`src/rtl/fixed_div_seq.sv`:
```
// rtl/fixed_div_seq.sv - sequential unsigned fixed-point radix-2 restoring divider
// result = (numerator << FRAC_BITS) / denominator, one quotient bit per cycle, saturating.
module fixed_div_seq #(
    parameter int NUM_W     = 64,
    parameter int DEN_W     = 32,
    parameter int OUT_W     = 32,
    parameter int FRAC_BITS = 16,
    parameter int ROUND     = 0
) (
    input  logic             clk,
    input  logic             rstn,
    input  logic             i_in_valid,
    output logic             o_in_ready,
    input  logic [NUM_W-1:0] i_numerator,
    input  logic [DEN_W-1:0] i_denominator,
    output logic             o_out_valid,
    input  logic             i_out_ready,
    output logic [OUT_W-1:0] o_result,
    output logic             o_div_by_zero,
    output logic             o_overflow,
    output logic             o_busy
);

    localparam int DW    = NUM_W + FRAC_BITS;
    localparam int HI_W  = DW - OUT_W;
    localparam int CMP_W = (HI_W > DEN_W + 1) ? HI_W : DEN_W + 1;
    localparam int CNT_W = $clog2(OUT_W + 1);

    typedef enum logic [2:0] {
        S_IDLE,
        S_CHECK,
        S_ITER,
        S_FINAL,
        S_OUT
    } state_t;

    state_t r_state;
    state_t w_next;

    logic [DW-1:0]    r_d;
    logic [DEN_W-1:0] r_den;
    logic [DEN_W-1:0] r_rem;
    logic [OUT_W-1:0] r_quot;
    logic [CNT_W-1:0] r_cnt;
    logic [OUT_W-1:0] r_result;
    logic             r_dbz;
    logic             r_ovf;

    logic [DW-1:0]    w_d_in;
    logic [CMP_W-1:0] w_hi_ext;
    logic [CMP_W-1:0] w_den_ext;
    logic             w_den_zero;
    logic             w_too_big;
    logic [DEN_W:0]   w_den1;
    logic [DEN_W:0]   w_trial;
    logic             w_ge;
    logic [DEN_W-1:0] w_diff;
    logic [DEN_W:0]   w_rem2;
    logic             w_rnd_up;
    logic             w_last;

    assign w_d_in     = DW'(i_numerator) << FRAC_BITS;
    assign w_hi_ext   = CMP_W'(r_d[DW-1:OUT_W]);
    assign w_den_ext  = CMP_W'(r_den);
    assign w_den_zero = (r_den == '0);
    assign w_too_big  = (w_hi_ext >= w_den_ext);

    // The stored remainder is always below the divisor, so it fits DEN_W bits;
    // only the shifted trial value needs the extra bit.
    assign w_den1   = {1'b0, r_den};
    assign w_trial  = {r_rem, r_d[OUT_W-1]};
    assign w_ge     = (w_trial >= w_den1);
    assign w_diff   = w_trial[DEN_W-1:0] - r_den;
    assign w_rem2   = {r_rem, 1'b0};
    assign w_rnd_up = (ROUND != 0) && (w_rem2 >= w_den1);
    assign w_last   = (r_cnt == CNT_W'(OUT_W - 1));

    always_ff @(posedge clk) begin
        if (!rstn) begin
            r_state <= S_IDLE;
        end else begin
            r_state <= w_next;
        end
    end

    always_comb begin
        w_next = r_state;
        case (r_state)
            S_IDLE: begin
                if (i_in_valid) begin
                    w_next = S_CHECK;
                end
            end
            S_CHECK: begin
                if (w_den_zero || w_too_big) begin
                    w_next = S_OUT;
                end else begin
                    w_next = S_ITER;
                end
            end
            S_ITER: begin
                if (w_last) begin
                    w_next = S_FINAL;
                end
            end
            S_FINAL: begin
                w_next = S_OUT;
            end
            S_OUT: begin
                if (i_out_ready) begin
                    w_next = S_IDLE;
                end
            end
            default: begin
                w_next = S_IDLE;
            end
        endcase
    end

    always_ff @(posedge clk) begin
        if (!rstn) begin
            r_d      <= '0;
            r_den    <= '0;
            r_rem    <= '0;
            r_quot   <= '0;
            r_cnt    <= '0;
            r_result <= '0;
            r_dbz    <= 1'b0;
            r_ovf    <= 1'b0;
        end else begin
            case (r_state)
                S_IDLE: begin
                    if (i_in_valid) begin
                        r_d   <= w_d_in;
                        r_den <= i_denominator;
                    end
                end
                S_CHECK: begin
                    if (w_den_zero) begin
                        r_result <= '1;
                        r_dbz    <= 1'b1;
                        r_ovf    <= 1'b0;
                    end else if (w_too_big) begin
                        r_result <= '1;
                        r_dbz    <= 1'b0;
                        r_ovf    <= 1'b1;
                    end else begin
                        r_rem  <= w_hi_ext[DEN_W-1:0];
                        r_quot <= '0;
                        r_cnt  <= '0;
                        r_dbz  <= 1'b0;
                        r_ovf  <= 1'b0;
                    end
                end
                S_ITER: begin
                    r_d    <= r_d << 1;
                    r_rem  <= w_ge ? w_diff : w_trial[DEN_W-1:0];
                    r_quot <= (r_quot << 1) | OUT_W'(w_ge);
                    r_cnt  <= r_cnt + 1'b1;
                end
                S_FINAL: begin
                    // Rounding up an all-ones quotient would wrap, so it saturates instead.
                    if (w_rnd_up && (&r_quot)) begin
                        r_result <= '1;
                        r_ovf    <= 1'b1;
                    end else if (w_rnd_up) begin
                        r_result <= r_quot + 1'b1;
                    end else begin
                        r_result <= r_quot;
                    end
                end
                default: begin
                end
            endcase
        end
    end

    assign o_in_ready    = (r_state == S_IDLE);
    assign o_busy        = (r_state != S_IDLE);
    assign o_out_valid   = (r_state == S_OUT);
    assign o_result      = r_result;
    assign o_div_by_zero = r_dbz;
    assign o_overflow    = r_ovf;

endmodule

```
`config.mk`:
```
export PLATFORM = sky130hd
export DESIGN_NAME = fixed_div_seq
export DESIGN_NICKNAME = d
export VERILOG_FILES = /design/src/rtl/fixed_div_seq.sv
export SDC_FILE = /design/constraint.sdc
export NUM_CORES = 1
export LEC_CHECK = 0
export CAP_MARGIN = 5
export CORE_MARGIN = 5
export CORE_UTILIZATION = 50
export DETAILED_ROUTE_END_ITERATION = 10
export HOLD_SLACK_MARGIN = 0.02
export PLACE_DENSITY = 0.81
export SYNTH_ARGS = -nofsm -noshare
export SYNTH_HDL_FRONTEND = slang
export SYNTH_SLANG_ARGS = --single-unit
```
`constraint.sdc`:
```
create_clock -name clk -period 3.4 [get_ports clk]
set_input_delay 0.85 -clock clk [delete_from_list [all_inputs] [get_ports clk]]
set_output_delay 0.85 -clock clk [all_outputs]
set_load 0.1 [all_outputs]
```
==> results.md, run 1 <==
* Startpoint types: register
* Largest net degree at the start of global routing at 60
* Max_slew headroom at 0.2643
* Total grt overflow at 0
* Mapped Nets at between 1500 and 2000
* Tcrit/Tclk final at 0.9471
* DR vias at between 10000 and 15000
* Leak Pwr at 5.496 nW
* Post-Route WL at 30470 um
* Worst Path Max Fanout at 17
* FP Rows at 54
* ANT cells at 0
* # DRC at 0
* CP required at roughly 3.8 ns
* Post-Syn Area at between 0.01 and 0.015 mm2
* Placed Area at about 0.013 mm2
* Number of synthesized flops with an enable pin at 0
* Finish-stage setup viols at 0
* RR Startpoint: r_den[30]
* Pwr per Cell Area at 494.0 mW/mm2
* Outcome: completed
* Final Max Tran Viols at 0
* Initial antenna violation count at 0
* Initial DRC count at 863
* PnR worst setup slack at between 0.15 and 0.2 ns
* Top_reg_cell synth: dfxtp_1
* Crit path arrival time at between 3 and 4 ns
* Avg Synthesized Cell Area at approximately 8.1 um2
* Clk Latency, worst-skew pair at roughly 0.5 ns
* Layout cells sized above 1 at 0.1404
* Hold EP: r_quot[18]
* Vias in the first global route at ~10000
* Post-synth ARST share at 0
* TritonCTS Buffers at 22
* Setup CP Type: reg2reg
* Fin area at between 0.01 and 0.015 mm2
* Area growth syn-to-layout at 24.04%
* Clock Tree Buf Depth at 3
* Drt first pass iters at 6
* Core box area at ~0.022 mm2
* Register area share after synthesis at 0.3737
* PortBufs at around 140
* Final Core Density at 0.6240
* H-tree depth at 1
* Flop and latch count out of synthesis at approximately 200
* Filler instances at approximately 1900
* F_max at 310.5 MHz
* Unique masters post-synth at slightly below 70
* All-layer global routing usage at 0.2351
* Gate Count Post-Synth at between 1000 and 1500
* Slowest stage delay, CP at 0.41 ns
* Hold Slack at between 0.4 and 0.5 ns
* Crit path capture type: register
* Initial Utilization at 0.5030
* Area of the multi-input gates at between 0.006 and 0.007 mm2
* Most common cell after layout, fill and taps aside: nand2_1
* Ys Warns at 0
* Detailed placement HPWL at between 20000 and 25000 um
* Die X-Extent at roughly 160 um
* Vias per cell at about 6
* Reg-to-Reg End: r_rem[18]
* Cells along the critical path: inv_1 > ha_1 > nand4_1 > or3_4 > nor3_2 > o211a_1 > nand2_1 > o211ai_1 > nor3_2 > buf_4 > a221oi_1 > a21oi_1
* Max-cap violation count at 0
* Most frequent cells in the layout: 279 x nand2_1, 202 x dfxtp_1, 123 x a21oi_1, 99 x clkdlybuf4s50_1, 95 x buf_4
* Placer Congestion at between 0.9 and 1
* Final setup TNS at 0 ns
* Worst Max-Slew Pin Slew at 1.101 ns
* WHS Path Cells at 2
* Root Driver: clkbuf_16
* Clock-pin slew on the worst setup and hold paths at about 0.06 ns
* Reg area at 0.004065 mm2
* Routed Antenna Nets at 0
* Fin Clk Skew at approximately 0.014 ns
* IO Count at ~140
* Most Frequent Cell on Critical Path: nor3_2
* R2r setup slk at ~0.18 ns
* Dpl ws at -0.04029 ns
* FF-to-FF path depth at 12
* Crit-path slowest cell: or3_4
* Drt wl/cell at about 17 um
* CTS tree: built
* Worst min path class: reg2reg
* First-pass GRT wire length at ~49000 um
* Vert. Die Dim at around 160 um
* Hold violation count in the final report at 0
* Hold buffers post-CTS at 0
* Final nets at 1644
* Worst Hold Launch: r_quot[17]
* Maximum vdd drop at around 0.00042 V
* CTS Sinks at about 200
* Die area at 0.02480 mm2
* Crit path time final at around 3.2 ns
synthesized netlist by cell type, types with 8 or more instances:
| cell type | count | area (um2) |
|---|---|---|
| a21o_1 | 30 | 225.2 |
| a21oi_1 | 123 | 615.6 |
| a22oi_1 | 22 | 165.2 |
| a311oi_1 | 63 | 551.8 |
| a31oi_1 | 9 | 56.30 |
| and3_1 | 14 | 87.58 |
| buf_1 | 11 | 41.29 |
| buf_2 | 8 | 40.04 |
| clkbuf_1 | 67 | 251.5 |
| dfxtp_1 | 203 | 4064 |
| ha_1 | 65 | 813.3 |
| inv_1 | 43 | 161.4 |
| mux2_2 | 15 | 168.9 |
| mux2i_1 | 8 | 80.08 |
| nand2_1 | 281 | 1055 |
| nand2b_1 | 9 | 56.30 |
| nand3_1 | 51 | 255.2 |
| nand4_1 | 16 | 100.1 |
| nor2_1 | 90 | 337.8 |
| nor2b_1 | 9 | 56.30 |
| nor3_1 | 11 | 55.05 |
| nor4_1 | 14 | 87.58 |
| o21ai_0 | 28 | 140.1 |
| o221a_2 | 33 | 371.6 |
| xnor2_1 | 16 | 140.1 |
| xor2_1 | 10 | 87.58 |
metrics by stage:
stage | total power [mW] | instances
final | 6.664 | 1769
after global routing | 6.937 | 1769
after CTS | 6.678 | 1766
after detailed placement | 4.326 | 1730
after global placement | 4.292 | 1730
after floorplan | 3.799 | 1344
worst max-delay path by stage:
stage | from | to | slack [ns]
3_5_place_dp | r_den[30] | r_cnt[5] | -0.04
2_1_floorplan | r_state[1] | r_d[63] | 0.07
5_1_grt | r_den[30] | r_rem[18] | -0.02
4_1_cts | r_den[30] | r_cnt[4] | 0.02
3_3_place_gp | r_den[30] | r_cnt[5] | 0.02
6_report | r_den[30] | r_rem[18] | 0.18
critical path: cells and delay by family, from the launching register on:
kind                       cells  cell delay [ns]
and+or+nand+nor                5             1.05
DFF                            1             0.39
buffers and inverters          2             0.35
adders and majority gates      1             0.30
AOI/OAI and AO/OA              4             1.00
sequential cells by signal, summed over array words and instances, names as in the netlist:
signal / flops
o_div_by_zero: 1
o_overflow: 1
o_result: 32
r_cnt: 6
r_d: 64
r_den: 32
r_quot: 32
r_rem: 32
r_state: 3
cell families after synthesis:
| kind of cell | count (synthesis) | synth area share |
|---|---|---|
| adders and majority gates | 66 | 0.07662 |
| xor gates and xnor gates | 26 | 0.02094 |
| DFF | 203 | 0.3737 |
| muxes | 25 | 0.02497 |
| and+or+nand+nor | 521 | 0.2116 |
| buffers and inverters | 139 | 0.05269 |
| AOI/OAI and AO/OA | 364 | 0.2395 |
final cells by class:
class	instances	share of cell area
multi-input combinational	1003	0.4675
sequential	203	0.3013
timing repair buffer	204	0.1405
inverter	44	0.01271
clock buffer	30	0.04526
clock inverter	5	0.006678
tap	280	0.02597
timing repair:
action                                  CTS  global route
resized for setup                         2             5
pin swaps                                 1             2
gates cloned                              1             0
endpoints found under the setup margin    2           101
buffers inserted                          0             3
report_power, final:
part | leakage (nW) | switching [mW] | internal [mW]
combinational | 3.50 | 1.02 | 0.658
clock | 0.342 | 0.949 | 1.40
sequential | 1.66 | 0.113 | 2.52
total | 5.50 | 2.09 | 4.58
layer usage:
| metal | wire, um | share of wire | GRT usage |
|---|---|---|---|
| met5 | 0 | 0 | 0 |
| met2 | 14250 | 0.47 | 0.3922 |
| met4 | 864 | 0.028 | 0.07128 |
| met3 | 2285 | 0.075 | 0.04344 |
| met1 | 13070 | 0.43 | 0.3107 |
Note: power is estimated with default switching activity, not from simulation.
==> run 2: changes to the inputs <==
- SKIP_LAST_GASP: unset -> 1
==> results of run 2 <==
Final layout, timing and power as in run 1 (identical DEF).
Main changes from that run: number of gates resized after CTS 2 -> 1
==> run 3: changes to the inputs <==
- CORE_MARGIN: 5 -> unset
==> run 3 against run 2 <==
Sequential share of layout area is 0.47 points lower. Core utilization rose by 2.4 points. Combinational power hardly changed. Total power grew 3.3%. Via count decreased by 0.75%. Global-route usage up 3.0 points. Clock power grew 8.9%. Design area grew 1.6%.
==> results.md, run 3 (synthesis gave the netlist of run 1 again) <==
* Outcome: completed
* ANT cells at 0
* Reg-to-Reg End: r_rem[23]
* Reg area at between 0.004 and 0.005 mm2
* RSZ-0062 raised after global routing: no
* Maximum vdd drop at between 0.0003 and 0.0004 V
* CTS tree: built
* Placer Congestion at 0.9384
* Int Pwr at 4.759 mW
* FF-to-FF path depth at 13
* Comb pwr share at 0.247
* Die area at about 0.022 mm2
* Largest Register: r_d
* F_max at 307.2 MHz
* FP Rows at between 50 and 60
* WHS Path Cells at 2
* Layout cells sized above 1 at 0.1555
* Vias per cell at around 6
* Final Max Tran Viols at 0
* Fin Clk Skew at roughly 0.015 ns
* CP required at roughly 3.8 ns
* Area growth syn-to-layout at 25.99%
* Core box area at around 0.021 mm2
* Final setup TNS at 0 ns
* Die X-Extent at around 150 um
* Root Driver: clkbuf_16
* Largest net degree at the start of global routing at 54
* DR vias at roughly 11000
* All-layer global routing usage at 0.2649
* Drt first pass iters at 5
* Clock Tree Buf Depth at 3
* RR Startpoint: r_den[23]
* Crit path capture type: register
* Part of the power in registers at 0.382
* Crit path arrival time at roughly 3.7 ns
* Initial DRC count at 715
* Drt wl/cell at 16.50 um
* Final nets at ~1700
* Worst Path Max Fanout at 30
* Startpoint types: register
* Clock-pin slew on the worst setup and hold paths at 0.07 ns
* Psw at approximately 2.1 mW
* Filler instances at approximately 1800
* Sw Share at 0.3089
* Max FFs per register at 64
* Area of the multi-input gates at about 0.0063 mm2
* Post-Route WL at between 20000 and 30000 um
* CTS Sinks at 203
* Setup CP Type: reg2reg
* Vias in the first global route at roughly 10000
* Finish-stage setup viols at 0
* Detailed placement HPWL at 21190 um
* Crit path time final at roughly 3.3 ns
* R2r setup slk at between 0.1 and 0.15 ns
* Routed Antenna Nets at 0
* Initial Utilization at 0.5141
* Leak Pwr at approximately 5.6 nW
* IO Count at around 140
* Clock power share at 0.372
* TritonCTS Buffers at 22
* Hold EP: r_quot[2]
* Worst Hold Launch: r_quot[1]
* First-pass GRT wire length at 48580 um
* Hold buffers post-CTS at 0
* Most common cell after layout, fill and taps aside: nand2_1
* Initial antenna violation count at 0
* Hold violation count in the final report at 0
* Total grt overflow at 0
* Worst min path class: reg2reg
* Total power at roughly 6.9 mW
* Most frequent cells in the layout: 279 x nand2_1, 203 x dfxtp_1, 123 x a21oi_1, 123 x buf_4, 99 x clkdlybuf4s50_1
* Vert. Die Dim at about 150 um
* H-tree depth at 1
* Pwr per Cell Area at between 500 and 600 mW/mm2
* Max_slew headroom at 0.3169
* Worst Max-Slew Pin Slew at approximately 1.0 ns
* Tcrit/Tclk final at 0.9573
* Clk Latency, worst-skew pair at between 0.5 and 0.6 ns
* Max-cap violation count at 0
* PortBufs at 136
* # DRC at 0
==> run 3: changes by cell type in the layout (fill, tap and decap cells not counted) <==
cell and change:
buf_4 +28, clkinv_2 +3, buf_12 -2, bufinv_16 +2
and2_4 -1, buf_6 -1, clkinv_4 -1, clkinvlp_4 +1
dfxtp_1 +1, dfxtp_2 -1, or3_1 +1, or3_4 -1
==> run 3: worst max-delay path by stage <==
stage	slack (ns)	cells after the start	startpoint	endpoint
CTS	0.03	12	r_den[23]	r_rem[23]
finish	0.15	13	r_den[23]	r_rem[23]
floorplan	0.07	8	r_state[1]	r_d[63]
global placement	0.02	12	r_den[1]	r_rem[11]
global route	0.01	12	r_d[31]	r_rem[28]
detailed placement	-0.12	12	r_den[1]	r_rem[12]
==> run 3: layer usage <==
layer / global-route usage / wire [um]
met3: 0.03872 / 2139
met1: 0.3468 / 12710
met5: 0 / 0
met2: 0.4495 / 13930
met4: 0.07704 / 797
==> run 3: timing repair <==
action	4_1_cts	5_1_grt
endpoints found under the setup margin	14	20
pin swaps	0	1
resized for setup	1	2
setup buffers	0	1
==> run 3: power groups by stage <==
stage	clock [mW]	sequential [mW]	combinational (mW)
after floorplan	0	2.93	0.867
after global placement	0	2.67	1.64
after detailed placement	0	2.68	1.67
after CTS	2.59	2.63	1.69
after global routing	2.69	2.65	1.84
final	2.56	2.63	1.70
==> run 3: critical path: stages (launching register included) <==
cell,delay [ns]
dfxtp_1,0.41
inv_1,0.10
ha_1,0.34
nand4_1,0.14
or3_1,0.44
nor3_2,0.26
o211a_1,0.21
nand2_1,0.11
o211ai_1,0.19
buf_4,0.16
nor3_2,0.04
buf_4,0.27
a221oi_1,0.35
a21oi_1,0.12
==> run 3: through the flow <==
| step | cell area, um2 | utilization | worst slack [ns] | hold WS, ns | cells |
|---|---|---|---|---|---|
| finish | 13700 | 0.6477 | 0.1453 | 0.4711 | 1793 |
| detailed placement | 12900 | 0.6100 | -0.1204 | 0.4603 | 1752 |
| global route | 13700 | 0.6477 | 0.01265 | 0.4888 | 1793 |
| floorplan | 10910 | - | 0.07196 | 0.4451 | 1344 |
| global placement | 12900 | 0.6100 | 0.01804 | 0.4565 | 1752 |
| CTS | 13680 | 0.6469 | 0.02564 | 0.4684 | 1792 |
==> run 3: cell type report <==
class,count,area share
Clock buffer,30,0.04456
Clock inverter,10,0.01196
Inverter,44,0.01251
Multi-Input combinational cell,1002,0.4593
Sequential cell,203,0.2966
Tap cell,275,0.02511
Timing Repair Buffer,229,0.1499
